### src/rtl/fir_stream_source.sv
// fir_stream_source
//   AXI-stream master that feeds the FIR filter input with a programmable
//   test pattern (impulse, step, ramp, square) at a programmable sample rate.
//   A loaded sample is held until the sink accepts it. A sample tick that
//   arrives while the previous sample is still pending is dropped, and the
//   sticky overrun flag records it.
//
// Ports
//   clk, reset      system clock, synchronous active-high reset
//   enable          run request; low returns to idle once any pending sample completes
//   mode            0 impulse, 1 step, 2 ramp, 3 square
//   amplitude       unsigned pattern amplitude
//   rate_div        sample period minus one, in clk cycles
//   m_axis_tdata    sample data
//   m_axis_tvalid   sample valid
//   m_axis_tready   sink ready
//   sample_index    pattern phase p (accepted samples since start, mod 256)
//   overrun         sticky dropped-tick flag, cleared only by reset
module fir_stream_source #(
  parameter int unsigned DATA_W = 6,
  parameter int unsigned RATE_W = 16
) (
  input  logic              clk,
  input  logic              reset,
  input  logic              enable,
  input  logic [1:0]        mode,
  input  logic [DATA_W-1:0] amplitude,
  input  logic [RATE_W-1:0] rate_div,
  output logic [DATA_W-1:0] m_axis_tdata,
  output logic              m_axis_tvalid,
  input  logic              m_axis_tready,
  output logic [7:0]        sample_index,
  output logic              overrun
);

  localparam int unsigned IDX_W = 8;

  typedef enum logic [1:0] {
    IDLE      = 2'd0,
    WAIT_TICK = 2'd1,
    PRESENT   = 2'd2
  } state_t;

  state_t            state;
  state_t            state_next;
  logic [RATE_W-1:0] prescaler;
  logic [RATE_W-1:0] prescaler_next;
  logic [DATA_W-1:0] tdata_next;
  logic              tvalid_next;
  logic [IDX_W-1:0]  index_next;
  logic              overrun_next;

  logic              tick_c;
  logic              handshake_c;
  logic [IDX_W-1:0]  index_inc_c;

  // Pattern value for phase p, using the mode/amplitude present at load time.
  function automatic logic [DATA_W-1:0] pattern(
    input logic [1:0]        m,
    input logic [DATA_W-1:0] amp,
    input logic [IDX_W-1:0]  p
  );
    logic [DATA_W-1:0] v;
    v = '0;
    case (m)
      2'd0:    v = (p == '0) ? amp : '0;
      2'd1:    v = (p == '0) ? '0 : amp;
      2'd2:    v = DATA_W'(p);
      default: v = p[3] ? '0 : amp;
    endcase
    return v;
  endfunction

  // Compare with >= so a rate_div lowered below the running count ticks at once.
  assign tick_c      = (prescaler >= rate_div);
  assign handshake_c = m_axis_tvalid & m_axis_tready;
  assign index_inc_c = sample_index + IDX_W'(1);

  // Next-state and next-output logic.
  always_comb begin
    state_next     = state;
    prescaler_next = prescaler + RATE_W'(1);
    tdata_next     = m_axis_tdata;
    tvalid_next    = m_axis_tvalid;
    index_next     = sample_index;
    overrun_next   = overrun;

    case (state)
      IDLE: begin
        prescaler_next = '0;
        tvalid_next    = 1'b0;
        if (enable) begin
          state_next = WAIT_TICK;
          index_next = '0;
        end
      end

      WAIT_TICK: begin
        if (tick_c) begin
          prescaler_next = '0;
          tdata_next     = pattern(mode, amplitude, sample_index);
          tvalid_next    = 1'b1;
          state_next     = PRESENT;
        end else if (!enable) begin
          prescaler_next = '0;
          state_next     = IDLE;
        end
      end

      PRESENT: begin
        // Prescaler keeps its period while a sample is held, so ticks stay on a fixed grid.
        if (tick_c) begin
          prescaler_next = '0;
        end
        if (handshake_c) begin
          index_next = index_inc_c;
          if (tick_c && enable) begin
            // Back-to-back: next sample replaces the accepted one, tvalid stays high.
            tdata_next = pattern(mode, amplitude, index_inc_c);
          end else begin
            tvalid_next = 1'b0;
            if (enable) begin
              state_next = WAIT_TICK;
            end else begin
              prescaler_next = '0;
              state_next     = IDLE;
            end
          end
        end else if (tick_c) begin
          overrun_next = 1'b1;
        end
      end

      default: begin
        prescaler_next = '0;
        tvalid_next    = 1'b0;
        state_next     = IDLE;
      end
    endcase
  end

  // State and output registers.
  always_ff @(posedge clk) begin
    if (reset) begin
      state         <= IDLE;
      prescaler     <= '0;
      m_axis_tdata  <= '0;
      m_axis_tvalid <= 1'b0;
      sample_index  <= '0;
      overrun       <= 1'b0;
    end else begin
      state         <= state_next;
      prescaler     <= prescaler_next;
      m_axis_tdata  <= tdata_next;
      m_axis_tvalid <= tvalid_next;
      sample_index  <= index_next;
      overrun       <= overrun_next;
    end
  end

endmodule

### config.mk
export PLATFORM = sky130hd
export DESIGN_NAME = fir_stream_source
export DESIGN_NICKNAME = d
export VERILOG_FILES = /design/src/rtl/fir_stream_source.sv
export SDC_FILE = /design/constraint.sdc
export NUM_CORES = 1
export LEC_CHECK = 0
export ABC_AREA = 1
export BUFFER_PORTS_ARGS = -buffer_cell sky130_fd_sc_hd__buf_2
export CAP_MARGIN = 20
export CORE_MARGIN = 2
export CORE_UTILIZATION = 25
export CTS_CLUSTER_SIZE = 40
export DETAILED_ROUTE_END_ITERATION = 7
export PLACE_DENSITY = 0.43
export SYNTH_ARGS = -nofsm -noshare
export SYNTH_HDL_FRONTEND = slang
export SYNTH_SLANG_ARGS = --single-unit
### constraint.sdc
create_clock -name clk -period 2.29 [get_ports clk]
set_clock_uncertainty 0.2 [all_clocks]
set_input_delay 0.229 -clock clk [delete_from_list [all_inputs] [get_ports clk]]
set_output_delay 0.229 -clock clk [all_outputs]
set_load 0.02 [all_outputs]
==> flow_summary.ini, run 1 <==
[run_status]
outcome = complete, no violations

[route]
wl_per_cell_um = 12.3
via_per_inst = 4.53
drt_iter0_drc = 170
wirelength_mm = 7.51
first_pass_iters = 4
dr_total_vias = 2766
drc = 0
ant_nets = 0

[pwr]
p_sw_uw = 963
clkPwrFrac_pct = 29.1
powerDensity_mw_per_mm2 = 710
sw_frac_of_total_pct = 40.3
pwr-share-seq_pct = 29.3
power.total_uw = 2390
p_leak_uw = 0.00162
vdd_ir_drop_max_uv = 305
intPower_uw = 1430
comb_power_share_pct = 41.6

[logic_synthesis]
synth_edf_count = 0
ys.flop_type = dfxtp_1
synth.distinct_cells = 38
seq_area_frac_synth_pct = 25.2
syn_avg_cell_area_um2 = 6.53
yosysWarningCount = 0
syn_nets = 464
async_flop_share_pct = 0
syn-cell-area_mm2 = 0.00270
synth-seq-cells = 34
synthCells = 413

[global_routing]
grt_max_degree = 15
grt.total_usage_pct = 13.2
first_global_vias = 2556
grt_pass1_wl_mm = 12.3
grt_overflow = 0
antenna_found_initial = 0

[die]
die_area_mm2 = 0.0116
io_pins = 44
initial_utilization_pct = 25.9
core_mm2 = 0.0104
die_h_um = 108
core.rowCount = 37
die_w_um = 108

[clock_tree]
cts_max_path_buffers = 2
ctsHoldBuffers = 0
clock_latency_ps = 300
h-tree-depth = 2
clk_pin_slew_worst_paths_ps = 90
cts_tree = built
cts_made_buffers = 5
root_buffer = clkbuf_8
clock_sinks = 34

[timing]
drv_slew = 0
fin_crit_sh_pct = 93.4
tns_ps = 0
fmax_ghz = 0.467
finalCriticalPeriod_ps = 2140
rsz0062_at_grt = no
fin_hold_ws_ps = 76.5
final-hold-violation-count = 0
tightest_slew_ps = 595
slew_headroom_pct = 60.2
setup_viol = 0

[layout]
diodes = 0
multiInputGateArea_mm2 = 0.00178
syn_to_final_growth_pct = 24.9
regArea_um2 = 681
nets = 525
layout-drive-gt1-share_pct = 23.2
layout_commonest_cell = nand2_1
fin_cells = 611
most-common-layout-cells = nand2_1, inv_1, nand3_1
fillCellCount = 1149

[min_path]
worstHoldPathType = input pin to flop

[setup_path]
crit_required_ps = 2320
critPathLaunchType = flop
end_kind = flop
critical_path_class = flop to flop
worst-path-max-fanout = 7
arrival_ps = 2170

[job]
drv_cap = 0

[placement]
place.detailed.hpwl_mm = 5.71
dp_cells = 601
io_buffers = 43
place.gp.congestion = 0.810
-- kinds of logic after synthesis --
kind of cell | after synthesis | share of synthesized area [%]
buffers and inverters | 74 | 10.9
XOR/XNOR | 11 | 3.57
AND/OR/NAND/NOR | 236 | 42.2
AO/OA/AOI/OAI | 35 | 7.42
adder cells (fa/ha/maj) | 23 | 10.7
flip-flops | 34 | 25.2
-- path summary, 6_finish.rpt --
path | from | end | slack [ps] | depth (start not counted)
worst max register to register | prescaler[9] | prescaler[0] | 150 | 12
worst min-delay path | reset | sample_index[4] | 80 | 2
worst max-delay path | prescaler[9] | prescaler[0] | 150 | 12
worst min register to register | prescaler[0] | prescaler[0] | 260 | 1
-- per-layer routing --
metal / GRT usage, % / routed length (um) / part of all wire (%)
met1: 19.0 / 3860 / 51
met5: 0 / 0 / 0
met3: 2.30 / 289 / 3.8
met4: 3.75 / 114 / 1.5
met2: 19.9 / 3240 / 43
-- power by group through the flow --
stage               logic [uW]  registers (uW)  clock network (uW)
global placement           933             716                   0
finish                     994             700                 697
CTS                        941             702                 713
floorplan                  604             775                   0
detailed placement         933             716                   0
global route              1120             712                 729
-- registers in the layout, indices dropped and copies added (netlist names) --
name,cells
prescaler,16
m_axis_tvalid,1
state,2
overrun,1
m_axis_tdata,6
sample_index,8
-- layout make-up --
class / count / share of cell area (%)
Sequential cell: 34 / 20.2
Multi-Input combinational cell: 306 / 52.9
Tap cell: 136 / 5.05
Timing Repair Buffer: 61 / 10.4
Inverter: 66 / 7.39
Clock inverter: 3 / 2.04
Clock buffer: 5 / 2.04
-- what timing repair did --
action,in CTS,in global routing
resized for setup,0,11
setup endpoints to repair,0,21
setup buffers,0,1
-- synth_stat cells (2+ instances only) --
| master | count | area, um^2 |
|---|---|---|
| nand2_1 | 91 | 342 |
| inv_1 | 60 | 225 |
| nand3_1 | 46 | 230 |
| nor2_1 | 42 | 158 |
| dfxtp_1 | 34 | 681 |
| nand4_1 | 24 | 150 |
| ha_1 | 23 | 288 |
| a21oi_1 | 19 | 95.1 |
| nor2_2 | 13 | 81.3 |
| xor2_1 | 8 | 70.1 |
| o21ai_0 | 5 | 25.0 |
| nand2_2 | 4 | 25.0 |
| nand3_2 | 4 | 40.0 |
| clkbuf_1 | 3 | 11.3 |
| inv_2 | 3 | 11.3 |
| xnor2_1 | 3 | 26.3 |
| a22oi_1 | 2 | 15.0 |
| a31oi_1 | 2 | 12.5 |
| buf_4 | 2 | 15.0 |
| clkinv_1 | 2 | 7.51 |
| nand2_4 | 2 | 22.5 |
| nor2_4 | 2 | 22.5 |
| nor3_1 | 2 | 10.0 |
| o2111ai_1 | 2 | 17.5 |
| o21ai_1 | 2 | 10.0 |
-- per-stage QoR --
stage                     instance area, um^2  worst slack [ps]  utilization (%)
after floorplan                          2700               275                -
after global placement                   3160              87.6             30.4
after detailed placement                 3160              45.4             30.4
after global routing                     3370              2.32             32.3
final                                    3370               151             32.3
after CTS                                3300              75.4             31.7
-- critical path, stage by stage, from the launching register on --
cell	delay (ps)
dfxtp_1	340
ha_1	290
nand2_1	70
nand2_1	40
nand2_1	70
a21oi_1	80
nor2_2	190
nand3_4	130
nor2_2	120
nand2_2	80
o21ai_4	110
nand3_4	190
nor2_2	150
Power figures use the tool's default switching activity.
==> inputs of run 2 (changes only) <==
--- a/config.mk
+++ b/config.mk
@@ -8,11 +8,10 @@
 export ABC_AREA = 1
 export BUFFER_PORTS_ARGS = -buffer_cell sky130_fd_sc_hd__buf_2
 export CAP_MARGIN = 20
-export CORE_MARGIN = 2
-export CORE_UTILIZATION = 25
-export CTS_CLUSTER_SIZE = 40
+export CORE_MARGIN = 4
+export CORE_UTILIZATION = 57
 export DETAILED_ROUTE_END_ITERATION = 7
-export PLACE_DENSITY = 0.43
+export PLACE_DENSITY = 0.81
 export SYNTH_ARGS = -nofsm -noshare
 export SYNTH_HDL_FRONTEND = slang
 export SYNTH_SLANG_ARGS = --single-unit
==> run 2 against run 1 <==
Register-to-register slack lost 60 ps. Sequential power increased by 2%. Combinational power decreased by 3.1%. Total power decreased by 11%. Worst setup slack worse by 55 ps. Non-clock buffer count fell by 5. Core utilization grew 39 points. Final cell count down 15%. Critical path depth down 2. Global-route usage grew 9.7 points. Routed wire length fell by 7.3%.
==> flow_summary.ini, run 2 (same netlist as run 1, synthesis figures left out) <==
[global_routing]
grt_overflow = 0
grt_max_degree = 15
grt_pass1_wl_mm = 11.4
first_global_vias = 2607
antenna_found_initial = 0
grt.total_usage_pct = 22.9

[timing]
fin_crit_sh_pct = 95.8
drv_slew = 0
final-hold-violation-count = 0
finalCriticalPeriod_ps = 2190
slew_headroom_pct = 61.2
tightest_slew_ps = 581
setup_viol = 0
fmax_ghz = 0.456
tns_ps = 0

[layout]
fin_cells = 522
diodes = 0
largestRegisters = prescaler: 16 flops, sample_index: 8 flops, m_axis_tdata: 6 flops
largest_register = prescaler
layout-drive-gt1-share_pct = 23.6
syn_to_final_growth_pct = 17.9
largest_register_ffs = 16
most-common-layout-cells = nand2_1, inv_1, nand3_1
layout_commonest_cell = nand2_1
nets = 520

[clock_tree]
cts_tree = built
root_buffer = clkbuf_8
cts_max_path_buffers = 2
cts_made_buffers = 5
clk_pin_slew_worst_paths_ps = 70
ctsHoldBuffers = 0
h-tree-depth = 2
clock_sinks = 34
clock_latency_ps = 290

[setup_path]
critical_path_class = flop to flop
crit_required_ps = 2310
end_kind = flop
arrival_ps = 2220
worst-path-max-fanout = 7
critPathLaunchType = flop

[die]
io_pins = 44
core.rowCount = 24
die_w_um = 76.8
initial_utilization_pct = 60.3
die_h_um = 76.8
core_mm2 = 0.00447
die_area_mm2 = 0.00590

[placement]
dp_cells = 511
place.detailed.hpwl_mm = 5.11
place.gp.congestion = 0.891
io_buffers = 43

[run_status]
outcome = complete, no violations

[job]
drv_cap = 0

[route]
dr_total_vias = 2892
wirelength_mm = 6.96
first_pass_iters = 5
via_per_inst = 5.54
wl_per_cell_um = 13.3
drt_iter0_drc = 263
drc = 0
ant_nets = 0

[pwr]
powerDensity_mw_per_mm2 = 672
vdd_ir_drop_max_uv = 693
p_leak_uw = 0.00157

[min_path]
worstHoldPathType = input pin to flop
## run 2: area by class of cell
type                    count  area (um^2)
clock inverters             1         5.00
repair buffers             56          313
fillers                   398         1290
multi-input cells         306         1780
clock buffers               7         86.3
well taps                  52         65.1
inverters                  66          249
flip-flops and latches     34          686
## run 2: worst paths after layout
path / from / endpoint / slack [ps] / cells after the start
worst min register to register: m_axis_tvalid / m_axis_tvalid / 270 / 2
worst max-delay path: prescaler[13] / prescaler[8] / 100 / 10
worst min-delay path: reset / sample_index[4] / 70 / 2
worst max register to register: prescaler[13] / prescaler[8] / 100 / 10
## run 2: routing by layer
metal	vias to the layer above	track usage, %	share of wire [%]
met2	120	37.3	46
met1	1293	31.1	46
met3	14	3.63	6.6
met4	0	6.34	1.2
li1	1465	-	-
met5	-	0	0
## run 2: worst max-delay path: stages (launching register included)
cell and delay (ps):
dfxtp_2 340, ha_1 300, a21oi_1 180, o21ai_1 110, nor2_2 180, nand3_4 150
nor2_2 100, nand2_1 110, o21ai_4 140, nand3_4 190, nor2_2 130
## run 2: power breakdown
group	leakage, uW	internal [uW]	switching (uW)
clock network	0.0000482	243	221
logic	0.00125	327	635
registers	0.000277	660	50.4
total	0.00157	1230	907
## run 2: per-stage QoR
step           setup WS (ps)  hold WS (ps)  total power (uW)  utilization, %  instance area [um^2]
3_3_place_gp             131           260              1620            67.4                  3010
6_report                95.5          71.9              2140            71.1                  3180
3_5_place_dp            60.5           265              1640            67.4                  3010
5_1_grt                -61.6          81.9              2310            71.1                  3180
4_1_cts                 29.9          67.2              2100            69.4                  3110
2_1_floorplan            275           231              1380               -                  2700
## run 2: what timing repair did
item                                    in CTS  in global routing
setup buffers                                0                  2
resized for setup                            0                 16
endpoints found under the setup margin       0                 16
==> inputs of run 3 (changes only) <==
--- a/config.mk
+++ b/config.mk
@@ -5,11 +5,10 @@
 export SDC_FILE = /design/constraint.sdc
 export NUM_CORES = 1
 export LEC_CHECK = 0
-export ABC_AREA = 1
 export BUFFER_PORTS_ARGS = -buffer_cell sky130_fd_sc_hd__buf_2
 export CAP_MARGIN = 20
 export CORE_MARGIN = 4
-export CORE_UTILIZATION = 57
+export CORE_UTILIZATION = 56
 export DETAILED_ROUTE_END_ITERATION = 7
 export PLACE_DENSITY = 0.81
 export SYNTH_ARGS = -nofsm -noshare
==> run 3 against run 2 <==
The flow now finishes with violations (setup timing). Total power down 40%. Clock power down 3%. Fmax down 17%. Register-to-register slack worse by 460 ps. Area after synthesis down 6.1%. Sequential power down 16%. Routed wire length up 11%. Critical path depth unchanged. Largest cell class unchanged.
==> flow_summary.ini, run 3 <==
[clock_tree]
clock_sinks = 34
h-tree-depth = 2
clk_pin_slew_worst_paths_ps = 70
cts_tree = built
clock_latency_ps = 290
cts_max_path_buffers = 2
root_buffer = clkbuf_8
cts_made_buffers = 5

[timing]
rsz0062_at_grt = yes
fin_crit_sh_pct = 116
postLayoutSetupSlackWorst_ps = -366
final-hold-violation-count = 0
tns_ps = -7970
fmax_ghz = 0.377
setup_viol = 26
tightest_slew_ps = 441
drv_slew = 0
slew_headroom_pct = 70.2
finalCriticalPeriod_ps = 2660

[route]
drt_iter0_drc = 240
via_per_inst = 6.15
wirelength_mm = 7.70
first_pass_iters = 6
wl_per_cell_um = 16.7
dr_total_vias = 2830
ant_nets = 0
drc = 0

[layout]
largest_register = prescaler
diodes = 0
most-common-layout-cells = buf_2, buf_4, nor2_1, dfxtp_1, inv_1
syn_to_final_growth_pct = 35.6
fillCellCount = 300
fin_area_mm2 = 0.00343
nets = 460
layout_commonest_cell = buf_2
largest_register_ffs = 16
layout-drive-gt1-share_pct = 33.8
largestRegisters = prescaler: 16 flops, sample_index: 8 flops, m_axis_tdata: 6 flops
fin_cells = 460

[logic_synthesis]
synth-seq-cells = 34
syn_avg_cell_area_um2 = 7.74
synth_top_area_cell = dfxtp_1
ys.flop_type = dfxtp_1
synth.distinct_cells = 54
synthTopCellsByCount = nor2_1, dfxtp_1, inv_1
yosysWarningCount = 0
synth_edf_count = 0
syn-cell-area_mm2 = 0.00253
synthCells = 327
async_flop_share_pct = 0
synth_top_area_share_pct = 26.9
seq_area_frac_synth_pct = 26.9
synth_area_leaders = dfxtp_1, ha_1, nor2_1
synth_most_common_cell = nor2_1
syn_nets = 378

[run_status]
violations = setup timing
outcome = complete, but fails checks

[job]
drv_cap = 0

[die]
io_pins = 44
core.rowCount = 24
die_w_um = 75.2
initial_utilization_pct = 58.2
die_h_um = 75.2
core_mm2 = 0.00435
die_area_mm2 = 0.00566

[placement]
dp_cells = 444
place_area_mm2 = 0.00307
io_buffers = 43
place.gp.congestion = 0.910
place.detailed.hpwl_mm = 4.91

[global_routing]
antenna_found_initial = 0
grt_overflow = 0
grt_pass1_wl_mm = 11.1
first_global_vias = 2587
grt_max_degree = 23
grt.total_usage_pct = 25.2

[pwr]
power.total_uw = 1280
vdd_ir_drop_max_uv = 299
powerDensity_mw_per_mm2 = 373
p_leak_uw = 0.00151

[setup_path]
worst-path-max-fanout = 8
crit_required_ps = 2320
critPathLaunchType = flop
end_kind = flop
arrival_ps = 2680
critical_path_class = flop to flop

[min_path]
worstHoldPathType = input pin to flop
[run 3: layout make-up]
| cell class | instances | area, um^2 | share of cell area, % |
|---|---|---|---|
| Multi-Input combinational cell | 247 | 1880 | 54.7 |
| Sequential cell | 34 | 686 | 20.0 |
| Timing Repair Buffer | 91 | 611 | 17.8 |
| Inverter | 30 | 113 | 3.28 |
| Clock buffer | 6 | 82.6 | 2.40 |
| Tap cell | 52 | 65.1 | 1.89 |
[run 3: through the flow]
stage	hold slack [ps]	worst slack, ps	utilization (%)
after floorplan	208	-333	-
after global placement	261	-295	70.4
after detailed placement	274	-369	70.4
after CTS	29.6	-310	75.0
after global routing	59.8	-420	78.9
final	31.3	-366	78.9
[run 3: worst paths after layout]
| check | start | end | slack (ps) | cells past startpoint |
|---|---|---|---|---|
| max reg2reg | prescaler[0] | prescaler[15] | -370 | 10 |
| min | amplitude[1] | m_axis_tdata[1] | 30 | 3 |
| max | prescaler[0] | prescaler[15] | -370 | 10 |
| min reg2reg | m_axis_tdata[1] | m_axis_tdata[1] | 310 | 2 |
[run 3: routing by layer]
layer	track usage (%)	wire, um	vias up
li1	-	-	1324
met1	31.6	3080	1297
met2	40.8	3650	172
met3	6.01	652	37
met4	11.5	311	0
met5	0	0	-
[run 3: report_power, final]
group,internal [uW],total (uW),switching (uW),leakage (uW)
sequential,596,600,4.81,0.000276
clock,232,451,219,0.0000431
combinational,102,229,127,0.00120
total,929,1280,351,0.00151
[run 3: cells by family (layout without fill, tap and decap cells)]
| kind of cell | count (synthesis) | in the layout | synth area share (%) |
|---|---|---|---|
| buf+inv | 46 | 127 | 7.31 |
| fa+ha+maj | 23 | 23 | 11.4 |
| simple gates | 127 | 127 | 24.6 |
| flops | 34 | 34 | 26.9 |
| compound gates | 71 | 71 | 20.6 |
| xor+xnor | 22 | 22 | 7.61 |
| mux | 4 | 4 | 1.68 |
[run 3: worst max-delay path: stages, from the launching register on]
cell	delay [ps]
dfxtp_2	340
inv_2	40
ha_4	200
nand2b_4	140
a2111oi_4	390
or4_4	220
buf_4	120
nand3_4	70
or4b_4	600
buf_12	180
nor2_2	90
[run 3: what timing repair did]
item                                   CTS  global route
gates cloned                             1             0
resized for setup                       20            32
pin swaps                               11             6
endpoints found under the hold margin    0             0
hold buffers                             0             0
setup buffers                            3             6
setup endpoints to repair               25            32
